**src/rtl/l1_cache_ctrl.sv**
```systemverilog
// l1_cache_ctrl: direct-mapped 16-line write-back L1 cache controller.
// A miss writes back a dirty victim to L2, then fetches the line from L2,
// or from memory if L2 misses. The access completes through a second LOOKUP.
// Optional build macro L1_STATS_EN adds saturating hit_cnt / miss_cnt outputs.
module l1_cache_ctrl (
    input  logic         clk,
    input  logic         reset,
    input  logic         cpu_rd,
    input  logic         cpu_wr,
    input  logic [31:0]  cpu_addr,
    input  logic [31:0]  cpu_wdata,
    output logic [31:0]  cpu_rdata,
    output logic         cpu_ready,
    output logic         cpu_stall,
    output logic         read_from_L2,
    output logic         write_to_L2,
    output logic [31:0]  l2_addr,
    output logic [127:0] l2_wdata,
    input  logic [127:0] l2_rdata,
    input  logic         l2_hit,
    input  logic         l2_miss,
    input  logic         l2_wack,
    output logic         mem_req,
    output logic [31:0]  mem_addr,
    input  logic [127:0] mem_rdata,
    input  logic         mem_ack
`ifdef L1_STATS_EN
    ,
    output logic [15:0]  hit_cnt,
    output logic [15:0]  miss_cnt
`endif
);

    typedef enum logic [2:0] {
        IDLE    = 3'd0,
        LOOKUP  = 3'd1,
        EVICT   = 3'd2,
        FETCH   = 3'd3,
        MEMFILL = 3'd4
    } state_t;

    state_t         state_r, state_s;
    logic [31:0]    req_addr_r;
    logic [31:0]    req_wdata_r;
    logic           req_wr_r;
    logic [15:0]    valid_r;
    logic [15:0]    dirty_r;
    logic [25:0]    tag_r  [16];
    logic [127:0]   data_r [16];

    logic [25:0]    req_tag_s;
    logic [3:0]     req_idx_s;
    logic [6:0]     req_bit_s;
    logic           hit_s;
    logic           rd_hit_s;
    logic           wr_hit_s;
    logic           evict_done_s;
    logic           install_s;
    logic [127:0]   fill_s;

    assign req_tag_s = req_addr_r[31:6];
    assign req_idx_s = req_addr_r[5:2];
    assign req_bit_s = {req_addr_r[1:0], 5'b00000};
    assign hit_s     = valid_r[req_idx_s] && (tag_r[req_idx_s] == req_tag_s);

    // Next-state decode plus the one-cycle action strobes of each state
    always_comb begin
        state_s      = state_r;
        rd_hit_s     = 1'b0;
        wr_hit_s     = 1'b0;
        evict_done_s = 1'b0;
        install_s    = 1'b0;
        fill_s       = mem_rdata;
        case (state_r)
            IDLE: begin
                if (cpu_rd || cpu_wr) begin
                    state_s = LOOKUP;
                end else begin
                    state_s = IDLE;
                end
            end
            LOOKUP: begin
                if (hit_s) begin
                    state_s  = IDLE;
                    rd_hit_s = !req_wr_r;
                    wr_hit_s = req_wr_r;
                end else if (valid_r[req_idx_s] && dirty_r[req_idx_s]) begin
                    state_s = EVICT;
                end else begin
                    state_s = FETCH;
                end
            end
            EVICT: begin
                if (l2_wack) begin
                    evict_done_s = 1'b1;
                    state_s      = FETCH;
                end else begin
                    state_s = EVICT;
                end
            end
            FETCH: begin
                // l2_hit takes priority when both responses arrive together
                if (l2_hit) begin
                    install_s = 1'b1;
                    fill_s    = l2_rdata;
                    state_s   = LOOKUP;
                end else if (l2_miss) begin
                    state_s = MEMFILL;
                end else begin
                    state_s = FETCH;
                end
            end
            MEMFILL: begin
                if (mem_ack) begin
                    install_s = 1'b1;
                    fill_s    = mem_rdata;
                    state_s   = LOOKUP;
                end else begin
                    state_s = MEMFILL;
                end
            end
            default: begin
                state_s = IDLE;
            end
        endcase
    end

    // Bus outputs decoded from the state register and the latched request only
    always_comb begin
        cpu_stall    = (state_r != IDLE);
        read_from_L2 = 1'b0;
        write_to_L2  = 1'b0;
        mem_req      = 1'b0;
        l2_addr      = 32'h0000_0000;
        l2_wdata     = 128'h0;
        mem_addr     = 32'h0000_0000;
        case (state_r)
            EVICT: begin
                write_to_L2 = 1'b1;
                l2_addr     = {tag_r[req_idx_s], req_idx_s, 2'b00};
                l2_wdata    = data_r[req_idx_s];
            end
            FETCH: begin
                read_from_L2 = 1'b1;
                l2_addr      = {req_addr_r[31:2], 2'b00};
            end
            MEMFILL: begin
                mem_req  = 1'b1;
                mem_addr = {req_addr_r[31:2], 2'b00};
            end
            default: begin
                read_from_L2 = 1'b0;
            end
        endcase
    end

    // State, latched request, line status bits and CPU-side response registers
    always_ff @(posedge clk) begin
        if (reset) begin
            state_r     <= IDLE;
            req_addr_r  <= 32'h0000_0000;
            req_wdata_r <= 32'h0000_0000;
            req_wr_r    <= 1'b0;
            valid_r     <= 16'h0000;
            dirty_r     <= 16'h0000;
            cpu_ready   <= 1'b0;
            cpu_rdata   <= 32'h0000_0000;
        end else begin
            state_r   <= state_s;
            cpu_ready <= rd_hit_s | wr_hit_s;
            if (state_r == IDLE && (cpu_rd || cpu_wr)) begin
                req_addr_r  <= cpu_addr;
                req_wdata_r <= cpu_wdata;
                req_wr_r    <= !cpu_rd;
            end
            if (rd_hit_s) begin
                cpu_rdata <= data_r[req_idx_s][req_bit_s +: 32];
            end
            if (wr_hit_s) begin
                dirty_r[req_idx_s] <= 1'b1;
            end
            if (evict_done_s) begin
                valid_r[req_idx_s] <= 1'b0;
                dirty_r[req_idx_s] <= 1'b0;
            end
            if (install_s) begin
                valid_r[req_idx_s] <= 1'b1;
                dirty_r[req_idx_s] <= 1'b0;
            end
        end
    end

    // Tag and block storage; contents are meaningless until the valid bit is set
    always_ff @(posedge clk) begin
        if (!reset && install_s) begin
            tag_r[req_idx_s]  <= req_tag_s;
            data_r[req_idx_s] <= fill_s;
        end else if (!reset && wr_hit_s) begin
            data_r[req_idx_s][req_bit_s +: 32] <= req_wdata_r;
        end
    end

`ifdef L1_STATS_EN
    logic first_pass_r;

    // Saturating hit/miss counters; the LOOKUP that follows a fill is not counted
    always_ff @(posedge clk) begin
        if (reset) begin
            first_pass_r <= 1'b0;
            hit_cnt      <= 16'h0000;
            miss_cnt     <= 16'h0000;
        end else begin
            if (state_r == IDLE && (cpu_rd || cpu_wr)) begin
                first_pass_r <= 1'b1;
            end else if (state_r == LOOKUP) begin
                first_pass_r <= 1'b0;
            end
            if (state_r == LOOKUP && first_pass_r && hit_s && hit_cnt != 16'hFFFF) begin
                hit_cnt <= hit_cnt + 16'h0001;
            end
            if (state_r == LOOKUP && first_pass_r && !hit_s && miss_cnt != 16'hFFFF) begin
                miss_cnt <= miss_cnt + 16'h0001;
            end
        end
    end
`endif

endmodule

```
**config.mk**
```make
export PLATFORM = sky130hd
export DESIGN_NAME = l1_cache_ctrl
export DESIGN_NICKNAME = d
export VERILOG_FILES = /design/src/rtl/l1_cache_ctrl.sv
export SDC_FILE = /design/constraint.sdc
export NUM_CORES = 2
export LEC_CHECK = 0
export CAP_MARGIN = 15
export CORE_ASPECT_RATIO = 0.8
export CORE_UTILIZATION = 40
export DETAILED_ROUTE_END_ITERATION = 8
export SKIP_CTS_REPAIR_TIMING = 1
export SYNTH_ARGS = -nofsm -noshare
export SYNTH_HDL_FRONTEND = slang
export SYNTH_SLANG_ARGS = --single-unit
```
**constraint.sdc**
```tcl
create_clock -name clk -period 9.29 [get_ports clk]
set_input_delay 1.858 -clock clk [delete_from_list [all_inputs] [get_ports clk]]
set_output_delay 1.858 -clock clk [all_outputs]
set_load 0.05 [all_outputs]
```
## Word-level counts from Yosys, hierarchy flattened

Memories as Yosys holds them, arrays and structs flattened. A register that Yosys moved wholly into a read port is not among the register bits.
Cells that the tools add are included.

- Add/subtract/negate cells: 1
- Multipliers: 0
- Divide/modulo/power cells: 0
- Magnitude comparators: 2
- Equal/unequal tests: 5
- Shifts and indexed selects: 3
- Mux-type cells: 176
- Bitwise logic cells: 135
- Reductions and logical operators: 12

Operators by type and width:

| operator | count |
|---|---|
| two-way mux 128 bit | 4 |
| two-way mux 1 bit | 149 |
| bitwise OR 1 bit | 129 |
| two-way mux 16 bit | 8 |
| variable shift 32 x 9 -> 128 bit (first input constant) | 1 |
| variable part select 128 x 8 -> 32 bit | 1 |
| variable part select 32 x 9 -> 128 bit | 1 |
| one-hot mux 32 bit (2 select lines) | 1 |
| AND 16 bit | 3 |
| two-way mux 32 bit | 1 |
| bitwise OR 16 bit | 2 |
| == test 26 bit | 1 |
| two-way mux 4 bit | 4 |
| NOT 16 bit | 1 |
| one-hot mux 3 bit (5 select lines) | 1 |
| two-way mux 3 bit | 3 |
| negation 7 -> 9 bit | 1 |
| binary-select mux 1 bit (select 4 bit) | 2 |
| == test 3 x 2 -> 1 bit (second input constant) | 2 |
| logical AND 1 bit | 6 |
| less-than comparator 4 x 5 -> 1 bit (second input constant) | 1 |
| demux 1 bit (select 4 bit) | 1 |
| >= comparator 4 x 1 -> 1 bit (second input constant) | 1 |
| == test 3 x 1 -> 1 bit (second input constant) | 1 |
| other kinds (7) | 9 |

- Register bits after elaboration: 133
- Bits in latches: 0
- Memory bits (writable): 2464
- Bits in read-only memories: 0
- Input port bits: 328
- Output and inout bits: 229
- Word-level logic and storage cells: 344
- Memories kept: 2

Memories:

| name | words | bits a word | rd ports | clocked after Yosys merged registers in | write ports | line | RTL |
|---|---|---|---|---|---|---|---|
| data_r | 16 | 128 | 1 | 1 | 1 | 49 | `logic [127:0] data_r [16];` |
| tag_r | 16 | 26 | 1 | 1 | 1 | 48 | `logic [25:0] tag_r [16];` |

## Logic depth before layout (Yosys ltp)

- Word-level depth: 12
- Gate-level depth with buffers: 15
- Mapped depth without buffers: 8

## Least setup slack after synthesis

Ideal clock, no wire load.

- Path kind: reg-to-reg
- From: register with a tool-made name
- To: memory data_r[10][0] (enable)
- Setup time: 0.432 ns
- Data arrival time: 4.711 ns
- Required time: 8.858 ns
- Path slack: 4.147 ns
- Stages on the path, launching flop included: 15
- Cell sequence: dfxtp_1 > buf_2 > buf_4 > buf_2 > buf_2 > mux2_2 > o22ai_1 > nor2_1 > a222oi_1 > o2111ai_1 > nor4_2 > nand4_1 > buf_2 > buf_2 > a21oi_1

RTL lines:

| element | line |
|---|---|
| end, declared | 49 |

==> run metrics <==
drt pass-1 iters=6; Final Util=48.2%; RSZ-0062 raised after global routing=false; Period minus WS final=7.78 ns; FF+latch area=around 0.077 sq mm; die width=between 500 and 600 microns; static leakage=40.3 nW; Crit path arrival time=roughly 5.9 ns; FMAX=129 MHz; fin cells=9,753; global-route wire length before repair=around 490 mm; H-tree depth=5; outcome=finished clean; Port-buffer cells=552; CTS buffer count=~270; Core Region=0.260 sq mm; Die H=460 microns; Yosys top cell by area=edfxtp_1; CP startpoint kind=flip-flop; multi-input combinational cell area=0.0278 sq mm; WL final=372 mm; power density cells=257 mW/mm^2; Area Overhead vs Synth=19.4%; clk_lat worst skew=0.87 ns; Critical Path Fanout Max=79; dpl hpwl=246 mm; WS Path Type=flip-flop to output port; clock transition at the registers of the reported paths=0.06 ns; Mapped Area=0.105 sq mm; DP Area=between 0.1 and 0.15 sq mm; dpl ws=2.28 ns; total power=about 32 mW; Die ar.=0.265 sq mm; share of the synthesized area in the top cell type=70.5%; Cells after DPL=9,183; Std-Cell Rows=167; root buf cell=clkbuf_16; YS warnings=0; Starting Density=roughly 40%; Final Hold Viols=0; grt ovf=0; initial drt markers=8,219; Max clock buf depth=4; Final nets=6,379; final-layout fill cell count=21,400; All-Layer GR Usage=approximately 28%; final instance area=0.125 sq mm; largest net degree at the start of global routing=158; final hold slack=0.455 ns; share of cells above drive strength 1=roughly a quarter; Reg2Reg Depth=11; Relative slew margins=15.9%; crit end category=output port; vias post-DR=59,200; post-synth cell types=59; # DRC=0; largest cells by area after synthesis=edfxtp_1, mux4_2, mux2i_1, dfxtp_1, nand2_1; vias in the first global route=56,400; routed vias/inst=6.07; Avg Inst Size Synth=19.9 sq um; worst hold stages=2; Final Cycle Share=83.7%; Syn Inst Count=5,272; routability cong.=0.931; WP data required=7.43 ns; total I/O pin count=approximately 560; Max Cap Viol=0; initial antenna violation count=67; Max Slew Vio Count=0; antenna viol nets, final=0; skew final=0.0714 ns; Setup Viol. Count Final=0; DR WL/cell=38.1 microns; EDFF count, synth=2,464; Async SR Flop Fraction=0%; Seq/Total Area, Yosys=73.1%; Sum Neg Setup Slack=0 ns; Clock Sinks=2,601; Hold WC Path Type=flip-flop to flip-flop; CTS tree=built; Main synth FF type=edfxtp_1; post-route setup slack=approximately 1.5 ns; Yosys reg bits=2,601; worst vdd ir=0.000154 V; Tightest Pin Transition=1.26 ns
==> cell type report <==
cell class | instances | area share (%)
antenna | 38 | 0.0759
inverter | 7 | 0.0269
sequential | 2601 | 61.2
multi-input combinational | 2333 | 22.1
tap | 3464 | 3.46
clock inverter | 128 | 1.02
clock buffer | 351 | 5.85
timing repair buffer | 831 | 6.20
==> registers in the layout, summed over array words and instances (netlist names), named ones only <==
register and flops:
cpu_rdata 32, req_wr_r 1, valid_r 16, req_addr_r 32, state_r 3, dirty_r 16
cpu_ready 1, req_wdata_r 32, tag_r 416, data_r 2048
==> synth_stat cells (all sizes together), types with 16 or more instances <==
cell,number
a211oi,24
a21oi,184
a22oi,23
a31oi,23
and2,171
buf,136
clkbuf,198
dfxtp,137
edfxtp,2464
mux2i,388
mux4,727
nand2,390
nand2b,79
nand3,16
nand4,23
nor2,64
nor2b,41
nor3,16
o21ai,47
xnor2,16
==> where the power goes <==
group | internal (mW) | switching [mW]
clock | 6.19 | 4.58
combinational | 2.68 | 5.16
sequential | 13.2 | 0.430
total | 22.1 | 10.2
==> cells by family (layout without fill, tap and decap cells) <==
logic type | count (synthesis) | after routing | share of synthesized area (%)
AO/OA/AOI/OAI | 355 | 355 | 2.01
buffers and inverters | 341 | 1317 | 1.43
flip-flops | 2601 | 2601 | 73.1
multiplexers | 1130 | 1130 | 19.5
other | 1 | 42 | 0.00357
AND/OR/NAND/NOR | 817 | 817 | 3.78
adder cells (fa/ha/maj) | 5 | 5 | 0.0596
XOR/XNOR | 22 | 22 | 0.184
==> metal layers <==
layer  track usage (%)  part of all wire, %  vias to the layer above
met5                 0                0.054                        -
met4              17.4                  7.3                       30
met3              6.84                   11                      750
met2              40.1                   43                     3696
met1              37.8                   38                    31700
li1                  -                    -                    23100
==> worst max-delay path, stage by stage, from the launching register on <==
cell and delay (ns):
dfxtp_4 0.92, buf_12 0.57, buf_12 0.54, mux4_2 0.61
mux4_2 0.78, and2_1 0.27, clkdlybuf4s50_1 1.08
==> layout by cell type (no fill, tap or decap), types with 6 or more instances in the layout <==
cell type | Yosys | final
edfxtp_1 | 2464 | 2464
mux4_2 | 727 | 727
clkdlybuf4s50_1 | 0 | 551
nand2_1 | 390 | 389
mux2i_1 | 388 | 370
clkbuf_16 | 0 | 280
buf_4 | 16 | 263
and2_1 | 171 | 171
dfxtp_1 | 137 | 130
a21oi_1 | 184 | 120
nand2b_1 | 79 | 78
clkbuf_1 | 198 | 65
a21oi_4 | 0 | 64
nor2_1 | 64 | 46
o21ai_0 | 47 | 46
nor2b_1 | 41 | 41
clkinv_1 | 2 | 40
diode_2 | 0 | 38
clkinv_2 | 0 | 37
a211oi_1 | 24 | 24
a22oi_1 | 23 | 23
nand4_1 | 23 | 23
bufinv_16 | 0 | 21
a31oi_1 | 23 | 19
nor2_4 | 0 | 18
mux2i_2 | 0 | 18
xnor2_1 | 16 | 16
nand3_1 | 16 | 16
nor3_1 | 16 | 15
mux2_2 | 15 | 15
inv_6 | 0 | 12
a22o_1 | 11 | 11
buf_12 | 0 | 9
clkinvlp_4 | 0 | 8
clkinv_8 | 0 | 7
xor2_1 | 6 | 6
clkbuf_8 | 0 | 6
buf_6 | 7 | 6
==> final timing paths <==
check	start	end	slack [ns]
max reg2reg	flip-flop	data_r[12][107]$_DFFE_PP_	2.28
min	req_addr_r[19]$_SDFFE_PP0P_	req_addr_r[19]$_SDFFE_PP0P_	0.46
min reg2reg	req_addr_r[19]$_SDFFE_PP0P_	req_addr_r[19]$_SDFFE_PP0P_	0.46
max	flip-flop	l2_wdata[98]	1.51
(Power assumes the default switching activity.)
